<file path="src/rtl/bcd_sevenseg_scan.sv">
// Multiplexed seven-segment driver for NUM_DIGITS packed BCD digits.
// It captures a snapshot of the inputs once per frame, blanks leading zeros and inserts one dead cycle per slot.
module bcd_sevenseg_scan #(
    parameter int NUM_DIGITS    = 4,
    parameter int REFRESH_DIV   = 50000,
    parameter bit ACTIVE_LOW    = 1'b1,
    parameter bit BLANK_LEADING = 1'b1
) (
    input  logic                      clk,
    input  logic                      rst,
    input  logic [4*NUM_DIGITS-1:0]   digits_in,
    input  logic [NUM_DIGITS-1:0]     dp_in,
    input  logic                      blank,
    output logic [6:0]                seg,
    output logic                      dp,
    output logic [NUM_DIGITS-1:0]     anode,
    output logic                      frame_start
);

    localparam int PW = $clog2(REFRESH_DIV);
    localparam int SW = $clog2(NUM_DIGITS);

    localparam logic [PW-1:0]         PRESC_MAX = PW'(REFRESH_DIV - 1);
    localparam logic [SW-1:0]         SLOT_MAX  = SW'(NUM_DIGITS - 1);
    localparam logic [6:0]            SEG_OFF   = {7{ACTIVE_LOW}};
    localparam logic                  DP_OFF    = ACTIVE_LOW;
    localparam logic [NUM_DIGITS-1:0] ANODE_OFF = {NUM_DIGITS{ACTIVE_LOW}};

    logic [PW-1:0]           presc_reg;
    logic [SW-1:0]           slot_reg;
    logic [4*NUM_DIGITS-1:0] shadow_reg;
    logic [NUM_DIGITS-1:0]   shadow_dp_reg;
    logic                    frame_start_reg;
    logic [6:0]              seg_reg;
    logic                    dp_reg;
    logic [NUM_DIGITS-1:0]   anode_reg;

    logic [6:0]              seg_next;
    logic                    dp_next;
    logic [NUM_DIGITS-1:0]   anode_next;

    logic                    tick;
    logic                    frame_end;
    logic [3:0]              digit_arr [NUM_DIGITS];
    logic [NUM_DIGITS-1:0]   blanked;

    assign tick      = (presc_reg == PRESC_MAX);
    assign frame_end = tick && (slot_reg == SLOT_MAX);

    // Digit gi is a leading zero when it and every more significant digit are zero;
    // codes 10-15 are nonzero, so an invalid code stops the blanking run.
    generate
        for (genvar gi = 0; gi < NUM_DIGITS; gi++) begin : g_digit
            assign digit_arr[gi] = shadow_reg[4*gi +: 4];
            if (gi == 0) begin : g_lsd
                assign blanked[gi] = 1'b0;
            end else begin : g_upper
                assign blanked[gi] = BLANK_LEADING && (shadow_reg[4*NUM_DIGITS-1:4*gi] == '0);
            end
        end
    endgenerate

    function automatic logic [6:0] decode(input logic [3:0] d);
        case (d)
            4'd0:    return 7'h3F;
            4'd1:    return 7'h06;
            4'd2:    return 7'h5B;
            4'd3:    return 7'h4F;
            4'd4:    return 7'h66;
            4'd5:    return 7'h6D;
            4'd6:    return 7'h7D;
            4'd7:    return 7'h07;
            4'd8:    return 7'h7F;
            4'd9:    return 7'h6F;
            default: return 7'h40;
        endcase
    endfunction

    // The tick cycle is forced dark so the old and new anodes never overlap.
    always_comb begin
        seg_next   = SEG_OFF;
        dp_next    = DP_OFF;
        anode_next = ANODE_OFF;
        if (!(tick || blank)) begin
            anode_next = (NUM_DIGITS'(1) << slot_reg) ^ ANODE_OFF;
            dp_next    = shadow_dp_reg[slot_reg] ^ ACTIVE_LOW;
            if (!blanked[slot_reg]) begin
                seg_next = decode(digit_arr[slot_reg]) ^ SEG_OFF;
            end
        end
    end

    always_ff @(posedge clk or posedge rst) begin
        if (rst) begin
            presc_reg       <= '0;
            slot_reg        <= '0;
            shadow_reg      <= '0;
            shadow_dp_reg   <= '0;
            frame_start_reg <= 1'b0;
            seg_reg         <= SEG_OFF;
            dp_reg          <= DP_OFF;
            anode_reg       <= ANODE_OFF;
        end else begin
            if (tick) begin
                presc_reg <= '0;
                slot_reg  <= (slot_reg == SLOT_MAX) ? '0 : slot_reg + SW'(1);
            end else begin
                presc_reg <= presc_reg + PW'(1);
            end
            if (frame_end) begin
                shadow_reg    <= digits_in;
                shadow_dp_reg <= dp_in;
            end
            frame_start_reg <= frame_end;
            seg_reg         <= seg_next;
            dp_reg          <= dp_next;
            anode_reg       <= anode_next;
        end
    end

    assign seg         = seg_reg;
    assign dp          = dp_reg;
    assign anode       = anode_reg;
    assign frame_start = frame_start_reg;

endmodule

</file>
<file path="config.mk">
export PLATFORM = sky130hd
export DESIGN_NAME = bcd_sevenseg_scan
export DESIGN_NICKNAME = d
export VERILOG_FILES = /design/src/rtl/bcd_sevenseg_scan.sv
export SDC_FILE = /design/constraint.sdc
export NUM_CORES = 1
export LEC_CHECK = 0
export ABC_AREA = 0
export BUFFER_PORTS_ARGS = -buffer_cell sky130_fd_sc_hd__buf_2
export CORE_UTILIZATION = 30
export CTS_CLUSTER_SIZE = 12
export DETAILED_ROUTE_END_ITERATION = 7
export SLEW_MARGIN = 0
export SYNTH_ARGS = -nofsm -noshare
export SYNTH_HDL_FRONTEND = slang
export SYNTH_SLANG_ARGS = --single-unit
</file>
<file path="constraint.sdc">
create_clock -name clk -period 1.86 [get_ports clk]
set_input_delay 0.372 -clock clk [delete_from_list [all_inputs] [get_ports clk]]
set_output_delay 0.372 -clock clk [all_outputs]
set_load 0.005 [all_outputs]
</file>
Word level (Yosys, flattened, before mapping)
Memories as Yosys holds them, arrays and structs flattened.
Index checks and enable logic that the tools add are counted.
- memory bits (writable): 0
- memory bits (read-only): 112
- register bits after elaboration: 51
- bits in latches: 0
- memories: 1
- output and inout port bits: 13
- logic and storage cells: 40
- muxes and demuxes: 15
- add/sub/neg operators: 2
- divide/modulo/power cells: 0
- $lt $le $gt $ge: 2
- reductions and logical operators: 5
- shift-type cells: 1
- multipliers: 0
- equal/unequal tests: 2
- bitwise gates (word level): 4
- memories (name ; depth ; width ; read ports ; clocked after Yosys merged registers in ; write ports ; line ; source):
    (name not given) ; 16 ; 7 ; 1 ; 0 ; 0 ; 64 ; case (d)
- operators with widths (cell ; count):
    $mux 7 ; 4
    $add 16x1->16 const B ; 1
    $eq 16x16->1 const B ; 1
    $mux 16 ; 1
    $logic_not 12->1 ; 1
    $mux 4 ; 3
    $bmux 4 s2 ; 1
    $logic_not 8->1 ; 1
    $not 7->7 ; 1
    $bmux 1 s2 ; 2
    $logic_not 4->1 ; 1
    $not 4->4 ; 1
    $shl 1x2->4 const A ; 1
    $ge 3x3->1 const B ; 1
    $lt 2x3->1 const B ; 1
    $mux 1 ; 3
    $not 2->3 ; 1
    $add 2x1->2 const B ; 1
    $eq 2x2->1 const B ; 1
    $mux 2 ; 1
    $logic_and 1x1->1 ; 1
    $logic_or 1x1->1 ; 1
    $not 1->1 ; 1

Depth between registers and ports, before layout
Gate-level depths: netlist of run 1.
An unclocked memory read counts as a cell.
- word-level depth: 10
- depth in mapped cells: 7

Least setup slack after synthesis of run 1
OpenSTA, ideal clock, no wires.
- path type: register to register
- start: register slot_reg[1]
- end: register seg_reg[2], in the netlist seg[2]
- slack: -56 ps
- stages on the path, launching flop included: 7
- path buffers: 2
- data arrival time: 1819 ps
- required time: 1763 ps
- path through: dfrtp_1 buf_6 mux4_2 buf_6 o21a_1 a2111oi_4 o31ai_1
- cells in the longest elaborated chain, start to end: 10
- elaborated cells on any way between the ends: 12
- ends and longest elaborated chain (element ; line ; source):
    from (decl) ; 30 ; logic [SW-1:0] slot_reg;
    from (signal assigned) ; 106 ; slot_reg <= (slot_reg == SLOT_MAX) ? '0 : slot_reg + SW'(1);
    $not 2->3 (implied by the code) ; 88 ; seg_next = decode(digit_arr[slot_reg]) ^ SEG_OFF;
    $bmux 4 s2 ; 88 ;
    $mux 4 (implied by the code) (2 in series) ; 88 ;
    $mem_v2 16x7 ; - ;
    $mux 7 ; 87 ; if (!blanked[slot_reg]) begin
    $mux 7 ; 84 ; if (!(tick || blank)) begin
    $not 7->7 (no source line) ; - ;
    $mux 7 * ; 87 ;
    $mux 7 * ; 84 ;
    net seg_next[2] ; 38 ; logic [6:0] seg_next;
    to (signal assigned) ; 115 ; seg_reg <= seg_next;
    to (decl) ; 34 ; logic [6:0] seg_reg;
Mark *: on every way through the listed nets, which the timed path passes. The rest lies on a longest branch. The select of a mux whose other input is x is not followed.
A chain may end at the register's enable or synchronous reset.

Worst setup path after layout of run 1
- start: register presc_reg[15]
- end: register shadow_reg[13]
- cells in the longest elaborated chain, start to end: 2
- ends and longest elaborated chain (element ; line ; source):
    from (decl) ; 29 ; logic [PW-1:0] presc_reg;
    from (signal assigned) ; 108 ; presc_reg <= presc_reg + PW'(1);
    $eq 16x16->1 ; 47 ; assign tick = (presc_reg == PRESC_MAX);
    $logic_and 1x1->1 ; 48 ; assign frame_end = tick && (slot_reg == SLOT_MAX);
    to (signal assigned) ; 111 ; shadow_reg <= digits_in;
    to (decl) ; 31 ; logic [4*NUM_DIGITS-1:0] shadow_reg;
No other way between the ends.

==> results of run 1 <==
stage by stage:
stage | total power, µW | hold slack, ns | TNS [ns] | cells | setup slack (ns)
after floorplan | 1270 | 0.455 | 0 | 200 | 0.00480
after global placement | 1340 | 0.440 | 0 | 356 | 0.0349
after detailed placement | 1340 | 0.439 | -0.0508 | 356 | -0.0238
after CTS | 2020 | 0.0999 | 0 | 364 | 0.0575
after global routing | 2090 | 0.124 | -0.168 | 365 | -0.0511
final | 1990 | 0.0828 | 0 | 365 | 0.0501
layout make-up:
class / instances / area (µm²) / area share, %
clock inverters: 3 / 26.3 / 0.864
inverters: 10 / 37.5 / 1.23
clock buffers: 5 / 68.8 / 2.26
flip-flops and latches: 51 / 1290 / 42.5
multi-input cells: 132 / 1090 / 35.7
well taps: 102 / 128 / 4.20
repair buffers: 62 / 403 / 13.2
kinds of logic (layout without fill, tap and decap cells):
| group | count (synthesis) | count (layout) | synth area share [%] |
|---|---|---|---|
| AOI/OAI and AO/OA | 18 | 18 | 5.30 |
| muxes | 28 | 28 | 15.5 |
| buffers and inverters | 17 | 80 | 3.31 |
| xor gates and xnor gates | 12 | 12 | 4.28 |
| adders and majority gates | 11 | 11 | 5.61 |
| DFF | 51 | 51 | 52.6 |
| and+or+nand+nor | 63 | 63 | 13.4 |
worst max-delay path: stages (launching register included):
cell and delay (ns):
sky130_fd_sc_hd__dfrtp_1 0.39, sky130_fd_sc_hd__nor4bb_1 0.40, sky130_fd_sc_hd__nand4_1 0.17, sky130_fd_sc_hd__or2_1 0.27
sky130_fd_sc_hd__buf_12 0.17, sky130_fd_sc_hd__mux2_1 0.30
per-layer routing:
| layer | up-vias | track usage [%] | part of all wire, % |
|---|---|---|---|
| met5 | - | 0 | 0 |
| li1 | 836 | - | - |
| met3 | 7 | 2.46 | 4.3 |
| met1 | 778 | 17.8 | 53 |
| met2 | 35 | 17.7 | 41 |
| met4 | 0 | 5.08 | 1.8 |
final timing paths:
path | startpoint | to | slack [ns] | depth (start not counted)
setup / recovery | presc_reg[15] | shadow_reg[13] | 0.05 | 5
setup reg to reg | presc_reg[15] | shadow_reg[13] | 0.05 | 5
max in group asynchronous | rst | slot_reg[1] | 1.25 | 3
min in group clk | digits_in[8] | shadow_reg[8] | 0.26 | 2
hold reg to reg | presc_reg[15] | presc_reg[15] | 0.51 | 1
hold / removal | rst | frame_start | 0.08 | 2
power breakdown:
part	internal (µW)	leakage, µW	switching (µW)
registers	1150	0.000609	17.4
clock network	277	0.0000491	398
logic	75.1	0.000683	70.3
placed cells by master (no fill, tap or decap), types with 4 or more instances in the layout:
| master | n |
|---|---|
| sky130_fd_sc_hd__clkbuf_8 | 5 |
| sky130_fd_sc_hd__a21oi_1 | 4 |
| sky130_fd_sc_hd__inv_1 | 9 |
| sky130_fd_sc_hd__nand3_1 | 8 |
| sky130_fd_sc_hd__xnor2_1 | 8 |
| sky130_fd_sc_hd__ha_1 | 11 |
| sky130_fd_sc_hd__nor2_1 | 11 |
| sky130_fd_sc_hd__dfrtp_1 | 38 |
| sky130_fd_sc_hd__buf_2 | 35 |
| sky130_fd_sc_hd__nand2_1 | 19 |
| sky130_fd_sc_hd__xor2_1 | 4 |
| sky130_fd_sc_hd__buf_4 | 25 |
| sky130_fd_sc_hd__dfstp_2 | 12 |
| sky130_fd_sc_hd__mux2_2 | 18 |
what timing repair did:
item,in CTS,in global routing
setup buffers,0,1
endpoints found under the setup margin,5,13
resized for setup,1,2
==> results.md, run 1 <==
- Run status: complete, no violations
- Std-Cell Core Area: 0.00781 mm²
- Reported leakage power: 0.00134 µW
- Number of enable-type register cells in the synthesized netlist: 0
- Async set-or-reset flop fraction in the synthesized netlist: between 90% and 100%
- Routed vias: about 1700
- Worst endpoint required time: 2.07 ns
- Yosys warnings: 0
- Gr ovfl total: 0
- Post-DRT Antenna Nets: 0
- Synth-to-Final Area Change: 24.0%
- CP max FO: 20
- Largest clock skew in the final design: 0.0129 ns
- Wire length of the first global-routing pass: 8.16 mm
- Fraction of post-synthesis cell area in the top cell type by area: between 30% and 40%
- Cell area power density: 654 mW/mm²
- Portion of the post-synthesis area used by sequential elements: 52.6%
- Number of nets produced by synthesis: around 230
- Top Ports: 36
- Clock Sink Count: roughly 50
- GP Congestion: between 0.7 and 0.8
- Gate count of the mapped netlist: 200
- CTS Hold Bufs: 0
- Max Fclk: 0.553 GHz
- Final antenna diode count: 0
- Synth cell count leaders: sky130_fd_sc_hd__dfrtp_1, sky130_fd_sc_hd__nand2_1, sky130_fd_sc_hd__mux2_2
- Dominant cells by area after synthesis: sky130_fd_sc_hd__dfrtp_1, sky130_fd_sc_hd__dfstp_2, sky130_fd_sc_hd__mux2_2
- Data arrival time of the worst path: 2.02 ns
- Buffers on Ports: 35
- Remaining design rule violation count: 0
- Post-route cell area: ~0.0030 mm²
- Clock root buffer: sky130_fd_sc_hd__clkbuf_8
- Total number of nets in the final design: 296
- Clock slew at reported path FFs: roughly 0.10 ns
- Initial antenna violation count: 0
- Iteration-0 DRC count of the detailed router: 55
- Clock latency at the later pin of the worst-skew pair: 0.31 ns
- Largest net degree at the start of global routing: 29
- Number of buffers between clock root and the deepest sink: 2
- Synthesized area: 0.00245 mm²
- Max-slew violation count: 0
- # H-tree levels: 2
- Initial core utilization: about a third
- Share of cells above drive strength 1: 40.3%
- Number of global-route vias before repair: 1633
- CP endpoint kind: flip-flop
- Period utilization: 97.3%
- Hold violation total from the final report: 0
- CTS tree: built
- Most common flop cell mapped by yosys: sky130_fd_sc_hd__dfrtp_1
- Die Ht: roughly 90 µm
- Worst hold path class: in2async
- Final HPWL DP: 3.65 mm
- Endpoints failing setup: 0
- Number of register bits inferred by synthesis: 51
- Max-slew headroom at the worst pin: approximately two thirds
- Vias per inst: 4.54
- Cell taking the most area after synthesis: sky130_fd_sc_hd__dfrtp_1
- Chip Width: 92.4 µm
- Kind of start point of the critical path: flip-flop
- Leading cell type by number of instances after synthesis: sky130_fd_sc_hd__dfrtp_1
- Max-cap violation count: 0
- Wirelength, routed: around 4.7 mm
- Per-instance average area after synthesis: 12.3 µm²
- Routed wire length per instance: between 10 and 15 µm
- Total die area: 0.00854 mm²
- Number of filler cells placed in the layout: 791
- Row count: 32
- Final min period: 1.81 ns
- Cts bufs inserted: 5
- Placed cell area: 0.00293 mm²
- Share of the core filled with cells: 39.0%
- Worst-margin pin slew: 0.515 ns
- First-pass iteration count of the detailed router: 4
- Setup repair after global routing missed its margin: yes
- Global-route usage over all layers: about an eighth
- Peak supply drop: 0.000336 V
- Kind of critical path: reg2reg
- Number of distinct library cells after synthesis: 40
Power figures use the tool's default switching activity.
==> run 2, diff against run 1 <==
Settings changed: CORE_ASPECT_RATIO from default to 0.5, REMOVE_ABC_BUFFERS from default to 1.
==> run 2 against run 1 <==
Net effect: design area grew 3.9%; sequential cell count unchanged; fmax rose by 0.44%; critical path type unchanged; largest power group unchanged.
==> results.md, run 2 (synthesis gave the netlist of run 1 again) <==
- Run status: complete, no violations
- Data arrival time of the worst path: 1.97 ns (-0.05 ns)
- Cell area power density: 694 mW/mm² (+6.1%)
- Total die area: 0.00857 mm² (+0.26%)
- Met1 usage in global routing: 17.1% (-0.69 points)
- Post-DRT Antenna Nets: 0 (unchanged)
- Max-cap violation count: 0 (unchanged)
- Setup repair after global routing missed its margin: yes
- Initial core utilization: 32.2% (+0.75 points)
- Final min period: 1.80 ns (-0.00797 ns)
- Most frequent standard cell in the layout excluding fill and tap cells: sky130_fd_sc_hd__dfrtp_1
- Die Ht: 66.0 µm (-29%)
- Smallest setup slack after layout: 0.0581 ns (+0.00797 ns)
- Max-slew headroom at the worst pin: 74.1% (+8.5 points)
- Peak supply drop: 0.000327 V (-2.7%)
- Clock latency at the later pin of the worst-skew pair: 0.28 ns (-0.03 ns)
- CP max FO: 20 (unchanged)
- Wirelength, routed: 4.80 mm (+2.8%)
- FF-to-FF End: shadow_reg[13]
- Std-Cell Core Area: 0.00762 mm² (-2.3%)
- Hold violation total from the final report: 0 (unchanged)
- # H-tree levels: 2 (unchanged)
- Most frequent cells in the layout: sky130_fd_sc_hd__dfrtp_1, sky130_fd_sc_hd__buf_2, sky130_fd_sc_hd__buf_4
- Max-slew violation count: 0 (unchanged)
- Clock Sink Count: 51 (unchanged)
- Kind of critical path: reg2reg
- First-pass iteration count of the detailed router: 4 (unchanged)
- Row count: 22 (-31%)
- CTS tree: built
- Worst endpoint required time: 2.03 ns (-0.04 ns)
- Chip Width: 130 µm (+41%)
- Share of cells above drive strength 1: 44.2% (+3.8 points)
- Kind of start point of the critical path: flip-flop
- Number of global-route vias before repair: 1689 (+3.4%)
- Number of filler cells placed in the layout: 715 (-9.6%)
- Global-route usage over all layers: 12.3% (-0.012 points)
- Vias per inst: 4.66 (+2.6%)
- Synth-to-Final Area Change: 28.8%
- GP Congestion: 0.857 (+8.9%)
- Post-Route Hold Slack: 0.0663 ns (-0.0164 ns)
- Total number of nets in the final design: 298 (+0.68%)
- Gr ovfl total: 0 (unchanged)
- Most Crowded Layer GR: met2
- Routed wire length per instance: 12.9 µm (+0.58%)
- Largest clock skew in the final design: 0.00729 ns (-0.00559 ns)
- Worst flop-to-flop path startpoint: presc_reg[4]
- Final HPWL DP: 3.66 mm (+0.38%)
- Worst-margin pin slew: 0.388 ns (-0.127 ns)
- Wire length of the first global-routing pass: 8.07 mm (-1.1%)
- Largest net degree at the start of global routing: 25 (-14%)
- Cts bufs inserted: 5 (unchanged)
- CP endpoint kind: flip-flop
- Remaining design rule violation count: 0 (unchanged)
- Met2 Use GR: 19.1% (+1.3 points)
- Buffers on Ports: 35 (unchanged)
- Final antenna diode count: 0 (unchanged)
- Reported leakage power: 0.00136 µW (+1.7%)
- Top Ports: 36 (unchanged)
- Total power after layout: 2190 µW (+10%)
- Clock slew at reported path FFs: 0.06 ns (-0.04 ns)
- Initial antenna violation count: 0 (unchanged)
- Endpoints failing setup: 0 (unchanged)
- Slack of the worst reg-to-reg path: 0.06 ns (about the same)
- Register-to-Register Path Depth: 5 (unchanged)
- Met3 Usage GRT: 2.18% (-0.28 points)
- Clock root buffer: sky130_fd_sc_hd__clkbuf_16
- Max Fclk: 0.555 GHz (+0.44%)
- Number of buffers between clock root and the deepest sink: 2 (unchanged)
- Iteration-0 DRC count of the detailed router: 58 (+5.5%)
- Setup Slack @ Placement: -0.0648 ns (-0.0410 ns)
- Routed vias: 1737 (+4.9%)
- Period utilization: 96.9% (-0.43 points)
- Worst hold path class: in2async
[run 2: changes by cell type in the layout (fill, tap and decap cells not counted), sizes merged]
cell    delta
inv        -2
buf        +2
clkbuf     +2
[run 2: worst max path at each step]
stage / from / endpoint / slack [ns] / depth (start not counted)
2_1_floorplan: slot_reg[1] / seg[2] / -0.09 / 4
3_3_place_gp: presc_reg[15] / shadow_reg[13] / -0.03 / 5
3_5_place_dp: slot_reg[1] / seg[2] / -0.06 / 4
4_1_cts: slot_reg[1] / seg[3] / 0.001 / 6
5_1_grt: slot_reg[1] / seg[2] / -0.03 / 6
6_report: presc_reg[4] / shadow_reg[13] / 0.06 / 5
[run 2: layer usage]
metal / vias up / part of all wire, %
met5: - / 0
li1: 832 / -
met2: 31 / 47
met1: 866 / 49
met3: 8 / 3.0
met4: 0 / 1.5
[run 2: what timing repair did]
action / 4_1_cts / 5_1_grt
endpoints found under the setup margin: 8 / 30
setup buffers: 0 / 1
resized for setup: 3 / 14
hold buffers: 0 / 0
pin swaps: 1 / 3
[run 2: critical path, stage by stage (launching register included)]
cell and delay, ns:
sky130_fd_sc_hd__dfrtp_1 0.42, sky130_fd_sc_hd__nor4_2 0.34, sky130_fd_sc_hd__nand4_1 0.17, sky130_fd_sc_hd__or2_1 0.27
sky130_fd_sc_hd__buf_12 0.17, sky130_fd_sc_hd__mux2_1 0.31
[run 2: area by class of cell]
class,instances,area [µm²],area share (%)
inverters,10,37.5,1.19
flip-flops and latches,51,1290,40.9
clock inverters,1,5.00,0.158
multi-input cells,132,1130,35.8
well taps,108,135,4.28
repair buffers,64,425,13.5
clock buffers,7,133,4.20
[run 2: report_power, final]
part / switching, µW / total [µW] / internal [µW] / leakage, µW
sequential: 17.2 / 1170 / 1150 / 0.000609
clock: 369 / 866 / 497 / 0.0000679
combinational: 75.7 / 156 / 80.6 / 0.000687
total: 462 / 2190 / 1730 / 0.00136
[run 2: stage by stage]
step	util (%)	instances	TNS (ns)	area, µm²
after floorplan	-	193	-2.16	2410
after global placement	38.8	364	-0.0542	2960
after detailed placement	38.8	364	-0.226	2960
after CTS	40.7	372	0	3100
after global routing	41.4	373	-0.0466	3160
final	41.4	373	0	3160
==> run 3, diff against run 2 <==
Settings changed: RECOVER_POWER from default to 25.
==> run 3 against run 2 <==
Net effect: critical path depth stayed put; core utilization shrank 0.20 points; non-clock buffer count did not move; sequential power barely moved; worst hold slack improved by 0.10 ns; final cell count stayed put; setup slack got worse by 0.0044 ns; total power shrank 0.31%; wire length decreased by 0.25%; via count did not move; die area unchanged; combinational power is 3% lower; largest cell class unchanged.
==> results.md, run 3 (synthesis gave the netlist of run 1 again) <==
- Worst hold path class: in2async
- Share of the core filled with cells: 41.2% (-0.20 points)
- Peak supply drop: 0.000327 V (about the same)
- Cell area power density: 695 mW/mm² (+0.17%)
- Number of global-route vias before repair: 1689 (unchanged)
- Kind of start point of the critical path: flip-flop
- Max-cap violation count: 0 (unchanged)
- Total power after layout: 2190 µW (-0.31%)
- Largest clock skew in the final design: 0.00745 ns (+0.000167 ns)
- Global-route usage over all layers: 12.3% (unchanged)
- Post-DRT Antenna Nets: 0 (unchanged)
- Clock latency at the later pin of the worst-skew pair: 0.28 ns (about the same)
- Wirelength, routed: 4.79 mm (-0.25%)
- Vias per inst: 4.66 (unchanged)
- Routed wire length per instance: 12.8 µm (-0.25%)
- Max-slew headroom at the worst pin: 57.1% (-17 points)
- Synth-to-Final Area Change: 28.1%
- Setup repair after global routing missed its margin: yes
- Final setup TNS: 0 ns (unchanged)
- Final HPWL DP: 3.66 mm (unchanged)
- Worst flop-to-flop path startpoint: presc_reg[4]
- Most frequent standard cell in the layout excluding fill and tap cells: sky130_fd_sc_hd__dfrtp_1
- Clock root buffer: sky130_fd_sc_hd__clkbuf_16
- Worst-margin pin slew: 0.643 ns (+0.255 ns)
- Initial core utilization: 32.2% (unchanged)
- Period utilization: 97.1% (+0.24 points)
- Wire length of the first global-routing pass: 8.07 mm (unchanged)
- Std-Cell Core Area: 0.00762 mm² (unchanged)
- Final min period: 1.81 ns (+0.00443 ns)
- Total die area: 0.00857 mm² (unchanged)
- Kind of critical path: reg2reg
- Total number of nets in the final design: 298 (unchanged)
- Number of buffers between clock root and the deepest sink: 2 (unchanged)
- Top Ports: 36 (unchanged)
- Clock slew at reported path FFs: 0.06 ns (about the same)
- Buffers on Ports: 35 (unchanged)
- Cts bufs inserted: 5 (unchanged)
- Worst endpoint required time: 2.03 ns (about the same)
- Final antenna diode count: 0 (unchanged)
- Die Ht: 66.0 µm (unchanged)
- FF-to-FF End: shadow_reg[13]
- Reported leakage power: 0.00136 µW (-0.31%)
- Run status: complete, no violations
- Register-to-Register Path Depth: 5 (unchanged)
- Clock Sink Count: 51 (unchanged)
- CTS tree: built
- CP endpoint kind: flip-flop
- Number of filler cells placed in the layout: 716 (+0.14%)
- Max Fclk: 0.554 GHz (-0.25%)
- Initial antenna violation count: 0 (unchanged)
- Share of cells above drive strength 1: 43.8% (-0.38 points)
- First-pass iteration count of the detailed router: 4 (unchanged)
- Data arrival time of the worst path: 1.97 ns (about the same)
- Routed vias: 1737 (unchanged)
- GP Congestion: 0.857 (unchanged)
- Slack of the worst reg-to-reg path: 0.05 ns (about the same)
- Largest net degree at the start of global routing: 25 (unchanged)
- Remaining design rule violation count: 0 (unchanged)
- Max-slew violation count: 0 (unchanged)
- # H-tree levels: 2 (unchanged)
- Chip Width: 130 µm (unchanged)
- Most frequent cells in the layout: sky130_fd_sc_hd__dfrtp_1, sky130_fd_sc_hd__buf_2, sky130_fd_sc_hd__buf_4
- Post-Route Hold Slack: 0.168 ns (+0.101 ns)
- Iteration-0 DRC count of the detailed router: 64 (+10%)
- Endpoints failing setup: 0 (unchanged)
- Row count: 22 (unchanged)
- Hold violation total from the final report: 0 (unchanged)
- CP max FO: 20 (unchanged)
- Gr ovfl total: 0 (unchanged)
-- run 3: worst max-delay path by stage --
stage / from / end / slack [ns] / cells past startpoint
global placement: presc_reg[15] / shadow_reg[13] / -0.03 / 5
finish: presc_reg[4] / shadow_reg[13] / 0.05 / 5
floorplan: slot_reg[1] / seg[2] / -0.09 / 4
CTS: slot_reg[1] / seg[3] / 0.001 / 6
detailed placement: slot_reg[1] / seg[2] / -0.06 / 4
global route: slot_reg[1] / seg[2] / -0.03 / 6
-- run 3: per-stage QoR --
step                      cells  cell area [µm²]  worst slack (ns)
final                       373             3140            0.0537
after global routing        373             3140           -0.0268
after CTS                   372             3100           0.00104
after detailed placement    364             2960           -0.0648
after global placement      364             2960           -0.0262
after floorplan             193             2410           -0.0947
-- run 3: layout make-up --
| type | instances | area (µm²) | area share, % |
|---|---|---|---|
| Inverter | 10 | 37.5 | 1.19 |
| Clock buffer | 7 | 133 | 4.22 |
| Timing Repair Buffer | 64 | 410 | 13.1 |
| Multi-Input combinational cell | 132 | 1130 | 36.0 |
| Sequential cell | 51 | 1290 | 41.1 |
| Tap cell | 108 | 135 | 4.30 |
| Clock inverter | 1 | 5.00 | 0.159 |
-- run 3: what timing repair did --
action	4_1_cts	5_1_grt
pin swaps	1	3
gates resized for setup	3	14
setup endpoints to repair	8	30
gates cloned	0	0
hold buffers	0	0
setup buffers	0	1
-- run 3: routing by layer --
layer | part of all wire (%) | up-vias | track usage, % | wire (µm)
met5 | 0 | - | 0 | 0
met4 | 1.5 | 0 | 4.51 | 74
met3 | 3.4 | 8 | 2.18 | 163
met2 | 46 | 35 | 19.1 | 2220
met1 | 49 | 861 | 17.1 | 2330
li1 | - | 833 | - | -
-- run 3: worst max-delay path: stages (launching register included) --
cell                      delay (ns)
sky130_fd_sc_hd__dfrtp_1        0.42
sky130_fd_sc_hd__nor4_2         0.35
sky130_fd_sc_hd__nand4_1        0.17
sky130_fd_sc_hd__or2_1          0.27
sky130_fd_sc_hd__buf_12         0.17
sky130_fd_sc_hd__mux2_1         0.31
-- run 3: power by group --
group	internal, µW	switching (µW)
Combinational	77.0	74.9
Sequential	1150	17.3
Clock	497	366
